<file path="config.mk">
export PLATFORM = sky130hd
export DESIGN_NAME = fifo_sync_ctrl_flat
export DESIGN_NICKNAME = d
export VERILOG_FILES = /design/src/rtl/fifo_pkg.sv /design/src/rtl/fifo_sync_ctrl_if.sv /design/src/rtl/fifo_ram.sv /design/src/rtl/fifo_sync_ctrl.sv /design/src/flat_wrapper.sv
export SDC_FILE = /design/constraint.sdc
export NUM_CORES = 1
export LEC_CHECK = 0
export CAP_MARGIN = 10
export CORE_MARGIN = 3
export CORE_UTILIZATION = 61
export CTS_BUF_LIST = sky130_fd_sc_hd__clkbuf_16
export CTS_CLUSTER_SIZE = 24
export DETAILED_ROUTE_END_ITERATION = 10
export PLACE_DENSITY_LB_ADDON = 0.12
export RECOVER_POWER = 50
export SETUP_SLACK_MARGIN = 0.02
export SLEW_MARGIN = 25
export SYNTH_ARGS = -nofsm -noshare
export SYNTH_HDL_FRONTEND = slang
export SYNTH_SLANG_ARGS = --single-unit
</file>
<file path="constraint.sdc">
create_clock -name clk -period 2.7 [get_ports clk]
set_input_delay 0.405 -clock clk [delete_from_list [all_inputs] [get_ports clk]]
set_output_delay 0.405 -clock clk [all_outputs]
set_load 0.05 [all_outputs]
</file>
<file path="src/rtl/fifo_pkg.sv">
// Shared types and constants for the synchronous FIFO slice.
//   ptr_w(depth)     : pointer width (address bits plus one wrap bit)
//   fifo_status_t    : registered status flags carried as one word
//   FIFO_DEF_*       : default geometry (8-bit words, 32 entries)
package fifo_pkg;

    localparam int FIFO_DEF_WIDTH = 8;
    localparam int FIFO_DEF_DEPTH = 32;

    // Pointer width: address bits plus a wrap bit that separates full from empty.
    function automatic int ptr_w(input int depth);
        return $clog2(depth) + 1;
    endfunction

    typedef struct packed {
        logic empty;
        logic full;
        logic overflow;
        logic underflow;
    } fifo_status_t;

    localparam fifo_status_t FIFO_STATUS_RST = '{
        empty:     1'b1,
        full:      1'b0,
        overflow:  1'b0,
        underflow: 1'b0
    };

endpackage

</file>
<file path="src/rtl/fifo_sync_ctrl_if.sv">
// Streaming interface between a producer/consumer pair and fifo_sync_ctrl.
//   master : producer/consumer side, drives wr_en/data_in/rd_en
//   slave  : FIFO side, drives data_out, empty, full, count, overflow, underflow
// With FIFO_ALMOST_FLAGS_EN defined the slave also drives almost_full and
// almost_empty; without it those signals do not exist.
interface fifo_sync_ctrl_if
    import fifo_pkg::*;
#(
    parameter int WIDTH = FIFO_DEF_WIDTH,
    parameter int DEPTH = FIFO_DEF_DEPTH
);

    logic                      wr_en;
    logic [WIDTH-1:0]          data_in;
    logic                      rd_en;
    logic [WIDTH-1:0]          data_out;
    logic                      empty;
    logic                      full;
    logic [ptr_w(DEPTH)-1:0]   count;
    logic                      overflow;
    logic                      underflow;
`ifdef FIFO_ALMOST_FLAGS_EN
    logic                      almost_full;
    logic                      almost_empty;
`endif

    modport master (
        output wr_en, data_in, rd_en,
`ifdef FIFO_ALMOST_FLAGS_EN
        input  almost_full, almost_empty,
`endif
        input  data_out, empty, full, count, overflow, underflow
    );

    modport slave (
        input  wr_en, data_in, rd_en,
`ifdef FIFO_ALMOST_FLAGS_EN
        output almost_full, almost_empty,
`endif
        output data_out, empty, full, count, overflow, underflow
    );

endinterface

</file>
<file path="src/rtl/fifo_ram.sv">
// Simple dual-port storage for the FIFO: one write port, one registered read port.
//   clk, rstN              : clock, async active-low reset (read register only)
//   wr_en_i/wr_addr_i/wr_data_i : write port
//   rd_en_i/rd_addr_i      : read request; rd_data_o updates one cycle later
//   rd_data_o              : registered read data, holds when rd_en_i is low
module fifo_ram #(
    parameter  int WIDTH = 8,
    parameter  int DEPTH = 32,
    localparam int AW    = $clog2(DEPTH)
) (
    input  logic             clk,
    input  logic             rstN,
    input  logic             wr_en_i,
    input  logic [AW-1:0]    wr_addr_i,
    input  logic [WIDTH-1:0] wr_data_i,
    input  logic             rd_en_i,
    input  logic [AW-1:0]    rd_addr_i,
    output logic [WIDTH-1:0] rd_data_o
);

    logic [WIDTH-1:0] mem_q [DEPTH];
    logic [WIDTH-1:0] rd_data_q;

    // NOTE: the array has no reset so it maps onto block/distributed RAM; a
    // reset loop over every entry would force it into flops.
    always_ff @(posedge clk) begin
        if (wr_en_i) begin
            mem_q[wr_addr_i] <= wr_data_i;
        end
    end

    // Read-before-write: when a full FIFO reads and writes the same slot, the
    // old (oldest) word is returned and the new word replaces it.
    always_ff @(posedge clk or negedge rstN) begin
        if (!rstN) begin
            rd_data_q <= '0;
        end else if (rd_en_i) begin
            rd_data_q <= mem_q[rd_addr_i];
        end
    end

    assign rd_data_o = rd_data_q;

endmodule

</file>
<file path="src/rtl/fifo_sync_ctrl.sv">
// Parametrised single-clock FIFO controller: owns the pointers, occupancy
// count, status flags and one-cycle overflow/underflow pulses; storage lives
// in fifo_ram. Simultaneous read and write are accepted in one cycle.
//   clk   : rising-edge clock
//   rstN  : asynchronous active-low reset
//   bus   : fifo_sync_ctrl_if.slave (wr_en, data_in, rd_en in;
//           data_out, empty, full, count, overflow, underflow out)
// Optional feature macro FIFO_ALMOST_FLAGS_EN adds AF_LVL/AE_LVL parameters and
// the almost_full (count >= AF_LVL) / almost_empty (count <= AE_LVL) outputs.
module fifo_sync_ctrl
    import fifo_pkg::*;
#(
    parameter int WIDTH  = FIFO_DEF_WIDTH,
`ifdef FIFO_ALMOST_FLAGS_EN
    parameter int AF_LVL = 28,
    parameter int AE_LVL = 4,
`endif
    parameter int DEPTH  = FIFO_DEF_DEPTH
) (
    input  logic              clk,
    input  logic              rstN,
    fifo_sync_ctrl_if.slave   bus
);

    localparam int PW = ptr_w(DEPTH);
    localparam int AW = PW - 1;

    if (WIDTH < 1 || DEPTH < 4 || (DEPTH & (DEPTH - 1)) != 0) begin : g_bad_geometry
        $error("fifo_sync_ctrl: WIDTH must be >= 1 and DEPTH a power of two >= 4");
    end

    logic [PW-1:0]    wr_ptr_q, wr_ptr_d;
    logic [PW-1:0]    rd_ptr_q, rd_ptr_d;
    logic [PW-1:0]    count_q,  count_d;
    fifo_status_t     status_q, status_d;
    logic             wr_acc,   rd_acc;
    logic [WIDTH-1:0] rd_data;

`ifdef FIFO_ALMOST_FLAGS_EN
    if (AF_LVL > DEPTH || AE_LVL >= AF_LVL) begin : g_bad_levels
        $error("fifo_sync_ctrl: need AF_LVL <= DEPTH and AE_LVL < AF_LVL");
    end

    localparam logic [PW-1:0] AF_CNT = PW'(AF_LVL);
    localparam logic [PW-1:0] AE_CNT = PW'(AE_LVL);

    logic almost_full_q, almost_empty_q;
`endif

    // NOTE: every signal gets a value on every path through always_comb
    // (status_d starts as a copy) so no latch is inferred.
    always_comb begin
        status_d = status_q;

        // A write to a full FIFO is still taken when a read frees a slot in
        // the same cycle; a read of an empty FIFO is never bypassed.
        wr_acc = bus.wr_en & (~status_q.full | bus.rd_en);
        rd_acc = bus.rd_en & ~status_q.empty;

        wr_ptr_d = wr_ptr_q + PW'(wr_acc);
        rd_ptr_d = rd_ptr_q + PW'(rd_acc);
        count_d  = count_q + PW'(wr_acc) - PW'(rd_acc);

        // Flags come from next-state pointers so they line up with count.
        status_d.empty     = (wr_ptr_d == rd_ptr_d);
        status_d.full      = (wr_ptr_d[AW-1:0] == rd_ptr_d[AW-1:0]) &&
                             (wr_ptr_d[AW] != rd_ptr_d[AW]);
        status_d.overflow  = bus.wr_en & ~wr_acc;
        status_d.underflow = bus.rd_en & ~rd_acc;
    end

    // NOTE: sequential state uses non-blocking assignments only, so every
    // register samples pre-edge values regardless of statement order.
    always_ff @(posedge clk or negedge rstN) begin
        if (!rstN) begin
            wr_ptr_q       <= '0;
            rd_ptr_q       <= '0;
            count_q        <= '0;
            status_q       <= FIFO_STATUS_RST;
`ifdef FIFO_ALMOST_FLAGS_EN
            almost_full_q  <= 1'b0;
            almost_empty_q <= 1'b1;
`endif
        end else begin
            wr_ptr_q       <= wr_ptr_d;
            rd_ptr_q       <= rd_ptr_d;
            count_q        <= count_d;
            status_q       <= status_d;
`ifdef FIFO_ALMOST_FLAGS_EN
            almost_full_q  <= (count_d >= AF_CNT);
            almost_empty_q <= (count_d <= AE_CNT);
`endif
        end
    end

    fifo_ram #(
        .WIDTH (WIDTH),
        .DEPTH (DEPTH)
    ) u_ram (
        .clk       (clk),
        .rstN      (rstN),
        .wr_en_i   (wr_acc),
        .wr_addr_i (wr_ptr_q[AW-1:0]),
        .wr_data_i (bus.data_in),
        .rd_en_i   (rd_acc),
        .rd_addr_i (rd_ptr_q[AW-1:0]),
        .rd_data_o (rd_data)
    );

    assign bus.data_out  = rd_data;
    assign bus.empty     = status_q.empty;
    assign bus.full      = status_q.full;
    assign bus.count     = count_q;
    assign bus.overflow  = status_q.overflow;
    assign bus.underflow = status_q.underflow;
`ifdef FIFO_ALMOST_FLAGS_EN
    assign bus.almost_full  = almost_full_q;
    assign bus.almost_empty = almost_empty_q;
`endif

endmodule

</file>
<file path="src/flat_wrapper.sv">
// flat-port wrapper written by rule: the top's interface ports become plain ports
module fifo_sync_ctrl_flat import fifo_pkg::*;
#(
    parameter int WIDTH  = FIFO_DEF_WIDTH,

    parameter int DEPTH  = FIFO_DEF_DEPTH
)
  (clk, rstN, bus_wr_en, bus_data_in, bus_rd_en, bus_data_out, bus_empty, bus_full, bus_count, bus_overflow, bus_underflow);
  fifo_sync_ctrl_if #(.WIDTH(WIDTH), .DEPTH(DEPTH)) bus_i ();
  input  logic clk;
  input  logic rstN;
  input wire logic [$bits(bus_i.wr_en)-1:0] bus_wr_en;
  input wire logic [$bits(bus_i.data_in)-1:0] bus_data_in;
  input wire logic [$bits(bus_i.rd_en)-1:0] bus_rd_en;
  output wire logic [$bits(bus_i.data_out)-1:0] bus_data_out;
  output wire logic [$bits(bus_i.empty)-1:0] bus_empty;
  output wire logic [$bits(bus_i.full)-1:0] bus_full;
  output wire logic [$bits(bus_i.count)-1:0] bus_count;
  output wire logic [$bits(bus_i.overflow)-1:0] bus_overflow;
  output wire logic [$bits(bus_i.underflow)-1:0] bus_underflow;
  assign bus_i.wr_en = bus_wr_en;
  assign bus_i.data_in = bus_data_in;
  assign bus_i.rd_en = bus_rd_en;
  assign bus_data_out = bus_i.data_out;
  assign bus_empty = bus_i.empty;
  assign bus_full = bus_i.full;
  assign bus_count = bus_i.count;
  assign bus_overflow = bus_i.overflow;
  assign bus_underflow = bus_i.underflow;
  fifo_sync_ctrl #(.WIDTH(WIDTH), .DEPTH(DEPTH)) u_core (.clk(clk), .rstN(rstN), .bus(bus_i));
endmodule
</file>
==> summary by stage <==
Finish
The number of antenna diodes in the final layout is 0. Cells with a size suffix above 1 make up 15.73% of the layout. The synthesis-to-finish area growth is 14.31%.

The final net count is about 770. The filler cell count in the final layout is 1118.

Clock network
The TritonCTS buffer count is 28. The longest clock path from root to sink contains 3 buffers. The post-CTS resize count is 0. The number of setup buffers added after CTS is 0. The number of hold buffers added after CTS was 0. The number of clock sinks is 286.

The clock tree from TritonCTS is built. In this run the number of H-tree levels came out at 1. The later pin in the worst-skew pair is clocked with a latency of 530 ps. Clock-pin slew was measured on the worst setup and hold paths at 70 ps. The tree is rooted in a sky130_fd_sc_hd__clkbuf_16.

Setup path
Following the worst setup path forward leads to its endpoint at u_core.u_ram.rd_data_o[4]$_DFFE_PN0N_. The data required time at the worst endpoint is 3070 ps. The cell at the slowest stage of the critical path is sky130_fd_sc_hd__mux4_1. Walking the worst path, the cells encountered are buf_4, mux4_1, mux2i_1, nand2_1, o311ai_0, o31ai_1. The worst register-to-register path has a depth of 6. The worst register-to-register path begins at u_core.rd_ptr_q[0]$_DFF_PN0_. STA classifies the critical path endpoint as a flop. The endpoint identified for the worst register-to-register timing path is u_core.u_ram.rd_data_o[4]$_DFFE_PN0N_. The setup slack on the worst flop-to-flop path is between 300 and 400 ps. The first element of the critical path is u_core.rd_ptr_q[0]$_DFF_PN0_.

The largest single stage delay on the critical path is 640 ps. The critical path is of the flop to flop type. STA classifies the critical path startpoint as a flop. Of all nets on the critical path, the largest fanout is 12. The data arrival time of the worst path is around 2800 ps.

Timing
The peak clock frequency supported by timing is 418.6 MHz. For the pin with the worst max-slew slack, the measured transition is around 1800 ps. The routed design could run at a clock period as short as 2389 ps. In the finished design, the share of the clock period the worst path needs comes to 88.49%. The number of pins exceeding their max-slew limit in the final report is 165. Between clock sinks in the finished design, the worst skew comes to around 13 ps.

Setup violations remaining at the end of the flow were counted as 0. Setup slack on the critical path of the routed design comes to 310.9 ps. The relative max-transition margin is -18.88%. Setup repair after global routing left no endpoint under its margin. The total count of hold-check failures in the final report was 0. Adding up every negative setup slack in the final design gives 0 ps.

GRT
The global-route total usage across every layer is 24.47%. The first global-routing pass estimated approximately 38000 um of wire. The total overflow left after global routing is 0. The via count of the first global-routing pass was 6321. The largest net degree at the start of global routing is 33. The initial antenna violation count is 0.

Logic synthesis
In the synthesized netlist, mux cells make up 12.63% of the area. The most used flip-flop cell after synthesis is sky130_fd_sc_hd__edfxtp_1. The main combinational cell family by area after synthesis is multiplexers. Summing the areas of all xor and xnor instances in the mapped netlist gives 1.439% of the synthesized area. The average cell area after synthesis is 17.52 sq um. The share of the Yosys chip area taken by registers is 72.98%. Counting distinct cell types in the post-synthesis netlist gives 38. Summing the areas of all and, or, nand and nor instances in the mapped netlist gives 4.761% of the synthesized area. The post-synthesis compound-gate area fraction is 4.350%. Counting every net in the synthesized netlist gives between 600 and 700.

The area of the mapped netlist is 0.01156 sq mm. The area share of fa/ha/maj cells after synthesis is between 1 and 1.5%. The async set-or-reset flop fraction in the synthesized netlist is a little over a tenth. The cell count after synthesis came out at 660. The number of enable flip-flop cells after synthesis is 256. Synthesis inferred about 290 register bits.

The count of warnings emitted by yosys is 0.

Power and ir drop
In this run the power density over the cells is 1064 mW/mm^2. The sequential cell fraction of total power is 41.2%. The clock network is responsible for 25.5% of the overall power. The leakage power is between 4 and 5 nW.

Net switching is 33.71% of the power. The internal portion of the total power is 9.323 mW. The portion of total power attributed to combinational logic is around a third. The worst supply voltage drop on vdd is 0.6666 mV. The switching power is 4.742 mW.

Placement
The congestion estimate from routability-driven global placement came to 0.9271. The number of port buffers is 29. OpenSTA, run right after detailed placement, puts the worst setup slack at approximately 88 ps.

The detailed-placement wirelength estimate is 15850 um.

Die
The floorplan step defined a die boundary enclosing 0.02065 sq mm. The initial standard-cell utilization of the core is 63.29%. The overall die width is 143.7 um. In this run the core area contains 49 standard-cell rows. The die is approximately 140 um tall.

The total core area is 0.01827 sq mm. The number of I/O pins is 30.

Outcome
The flow ran to the end, but the final reports show violations. The checks that failed: max-capacitance violations, max-slew violations.

Routing
Once detail routing completed, the nets flagged for antenna violations numbered 0. For this run, design rule violations remaining after detail routing come to 0. The detailed-router iteration count before antenna repair is 7. The via count is 6133. The number of vias per cell after detailed routing is approximately 6. The detailed-route wire length is 24380 um.

After detailed routing, the average wire length per cell comes to 24.57 um. The number of violations reported at the end of detailed-routing iteration 0 is between 500 and 600.

Run
The max-cap violation count is 6.

Worst hold path
The min-delay analysis places its worst path in the category input pin to flop.
[Yosys cell counts, types with 3 or more instances]
library cell | number | share of area (%)
sky130_fd_sc_hd__a2111oi_0 | 4 | 0.30
sky130_fd_sc_hd__a2111oi_1 | 4 | 0.35
sky130_fd_sc_hd__a21oi_1 | 11 | 0.48
sky130_fd_sc_hd__and2_1 | 3 | 0.16
sky130_fd_sc_hd__buf_2 | 5 | 0.22
sky130_fd_sc_hd__buf_4 | 4 | 0.26
sky130_fd_sc_hd__buf_6 | 4 | 0.39
sky130_fd_sc_hd__clkbuf_1 | 21 | 0.68
sky130_fd_sc_hd__dfrtp_1 | 29 | 6.3
sky130_fd_sc_hd__edfxtp_1 | 256 | 66
sky130_fd_sc_hd__ha_1 | 11 | 1.2
sky130_fd_sc_hd__inv_1 | 15 | 0.49
sky130_fd_sc_hd__mux2i_1 | 72 | 6.2
sky130_fd_sc_hd__mux4_1 | 5 | 1.1
sky130_fd_sc_hd__mux4_2 | 27 | 5.3
sky130_fd_sc_hd__nand2_1 | 19 | 0.62
sky130_fd_sc_hd__nand2b_1 | 4 | 0.22
sky130_fd_sc_hd__nand3_1 | 8 | 0.35
sky130_fd_sc_hd__nand3b_1 | 5 | 0.32
sky130_fd_sc_hd__nor2_1 | 46 | 1.5
sky130_fd_sc_hd__nor2b_1 | 17 | 0.92
sky130_fd_sc_hd__nor3_1 | 8 | 0.35
sky130_fd_sc_hd__o22ai_1 | 24 | 1.3
sky130_fd_sc_hd__o311ai_0 | 16 | 1.2
sky130_fd_sc_hd__o31ai_1 | 8 | 0.52
sky130_fd_sc_hd__or3b_2 | 3 | 0.23
sky130_fd_sc_hd__xnor2_1 | 14 | 1.1
sky130_fd_sc_hd__xor2_1 | 5 | 0.38
[worst min path at each step]
stage	cells after the start	start	end	slack, ps
floorplan	0	rstN	u_core.bus.count[0]$_DFF_PN0_	110
global placement	2	u_core.rd_ptr_q[5]$_DFF_PN0_	u_core.rd_ptr_q[5]$_DFF_PN0_	500
detailed placement	2	u_core.rd_ptr_q[5]$_DFF_PN0_	u_core.rd_ptr_q[5]$_DFF_PN0_	510
CTS	2	rstN	u_core.wr_ptr_q[5]$_DFF_PN0_	220
global route	3	bus_wr_en	u_core.bus.overflow$_DFF_PN0_	470
finish	3	bus_wr_en	u_core.bus.overflow$_DFF_PN0_	440
[layout by cell type (no fill, tap or decap), drive strengths merged, types with 2 or more instances in the layout]
master         count
edfxtp           256
mux2i             72
buf               50
nor2              46
clkbuf            40
mux4              32
dfrtp             29
o22ai             24
clkdlybuf4s50     20
inv               19
nand2             19
nor2b             17
clkinv            17
o311ai            16
xnor2             14
a21oi             11
ha                11
dlygate4sd3        9
nand3              8
nor3               8
o31ai              8
a2111oi            8
xor2               5
nand3b             5
nand2b             4
or3b               3
and2               3
a21o               2
or3                2
[kinds of logic (layout without fill, tap and decap cells)]
logic type | count (synthesis) | count (layout)
buf+inv | 54 | 157
xor+xnor | 19 | 19
fa+ha+maj | 12 | 12
compound gates | 70 | 70
simple gates | 115 | 115
mux | 104 | 104
flops | 286 | 286
[per-stage QoR]
| stage | std cells | utilization, % | cell area [sq um] | power (mW) | hold slack [ps] |
|---|---|---|---|---|---|
| final | 992 | 72.35 | 13220 | 14.06 | 436.4 |
| after global routing | 992 | 72.35 | 13220 | 14.69 | 473.5 |
| after CTS | 992 | 72.72 | 13290 | 14.12 | 220.1 |
| after detailed placement | 940 | 67.99 | 12420 | 10.53 | 514.4 |
| after global placement | 940 | 67.99 | 12420 | 10.41 | 504.1 |
| after floorplan | 660 | - | 11560 | 9.081 | 109.4 |
[layout make-up]
type	instances	area, sq um	share of cell area [%]
clock buffers	29	725.7	5.490
clock inverters	23	137.6	1.041
inverters	15	56.30	0.4259
multi-input cells	320	2838	21.47
flip-flops and latches	286	8443	63.87
well taps	229	286.5	2.168
repair buffers	90	732.0	5.537
[per-layer routing]
| metal | part of all wire [%] | GRT usage, % | up-vias |
|---|---|---|---|
| met5 | 0 | 0 | - |
| met3 | 6.7 | 4.825 | 42 |
| met2 | 49 | 39.77 | 230 |
| met4 | 2.4 | 6.392 | 0 |
| met1 | 42 | 34.80 | 3110 |
| li1 | - | - | 2751 |
[worst max-delay path, delay by kind of cell, from the launching register on]
family | cells | cell delay (ps)
muxes | 2 | 890
DFF | 1 | 520
AOI/OAI and AO/OA | 2 | 420
buffers and inverters | 1 | 290
and+or+nand+nor | 1 | 90
[sequential cells by signal (all words and copies together) (netlist names)]
signal                  cells
u_core.u_ram.mem_q        256
u_core.bus.underflow        1
u_core.rd_ptr_q             6
u_core.wr_ptr_q             6
u_core.bus.empty            1
u_core.bus.full             1
u_core.u_ram.rd_data_o      8
u_core.bus.overflow         1
u_core.bus.count            6
[power groups by stage]
stage	Sequential, mW	Combinational, mW	Clock [mW]
after floorplan	5.96	3.12	0
after global placement	5.84	4.58	0
after detailed placement	5.86	4.67	0
after CTS	5.77	4.71	3.64
after global routing	5.83	5.01	3.85
final	5.79	4.68	3.59
Power figures use the tool's default switching activity.
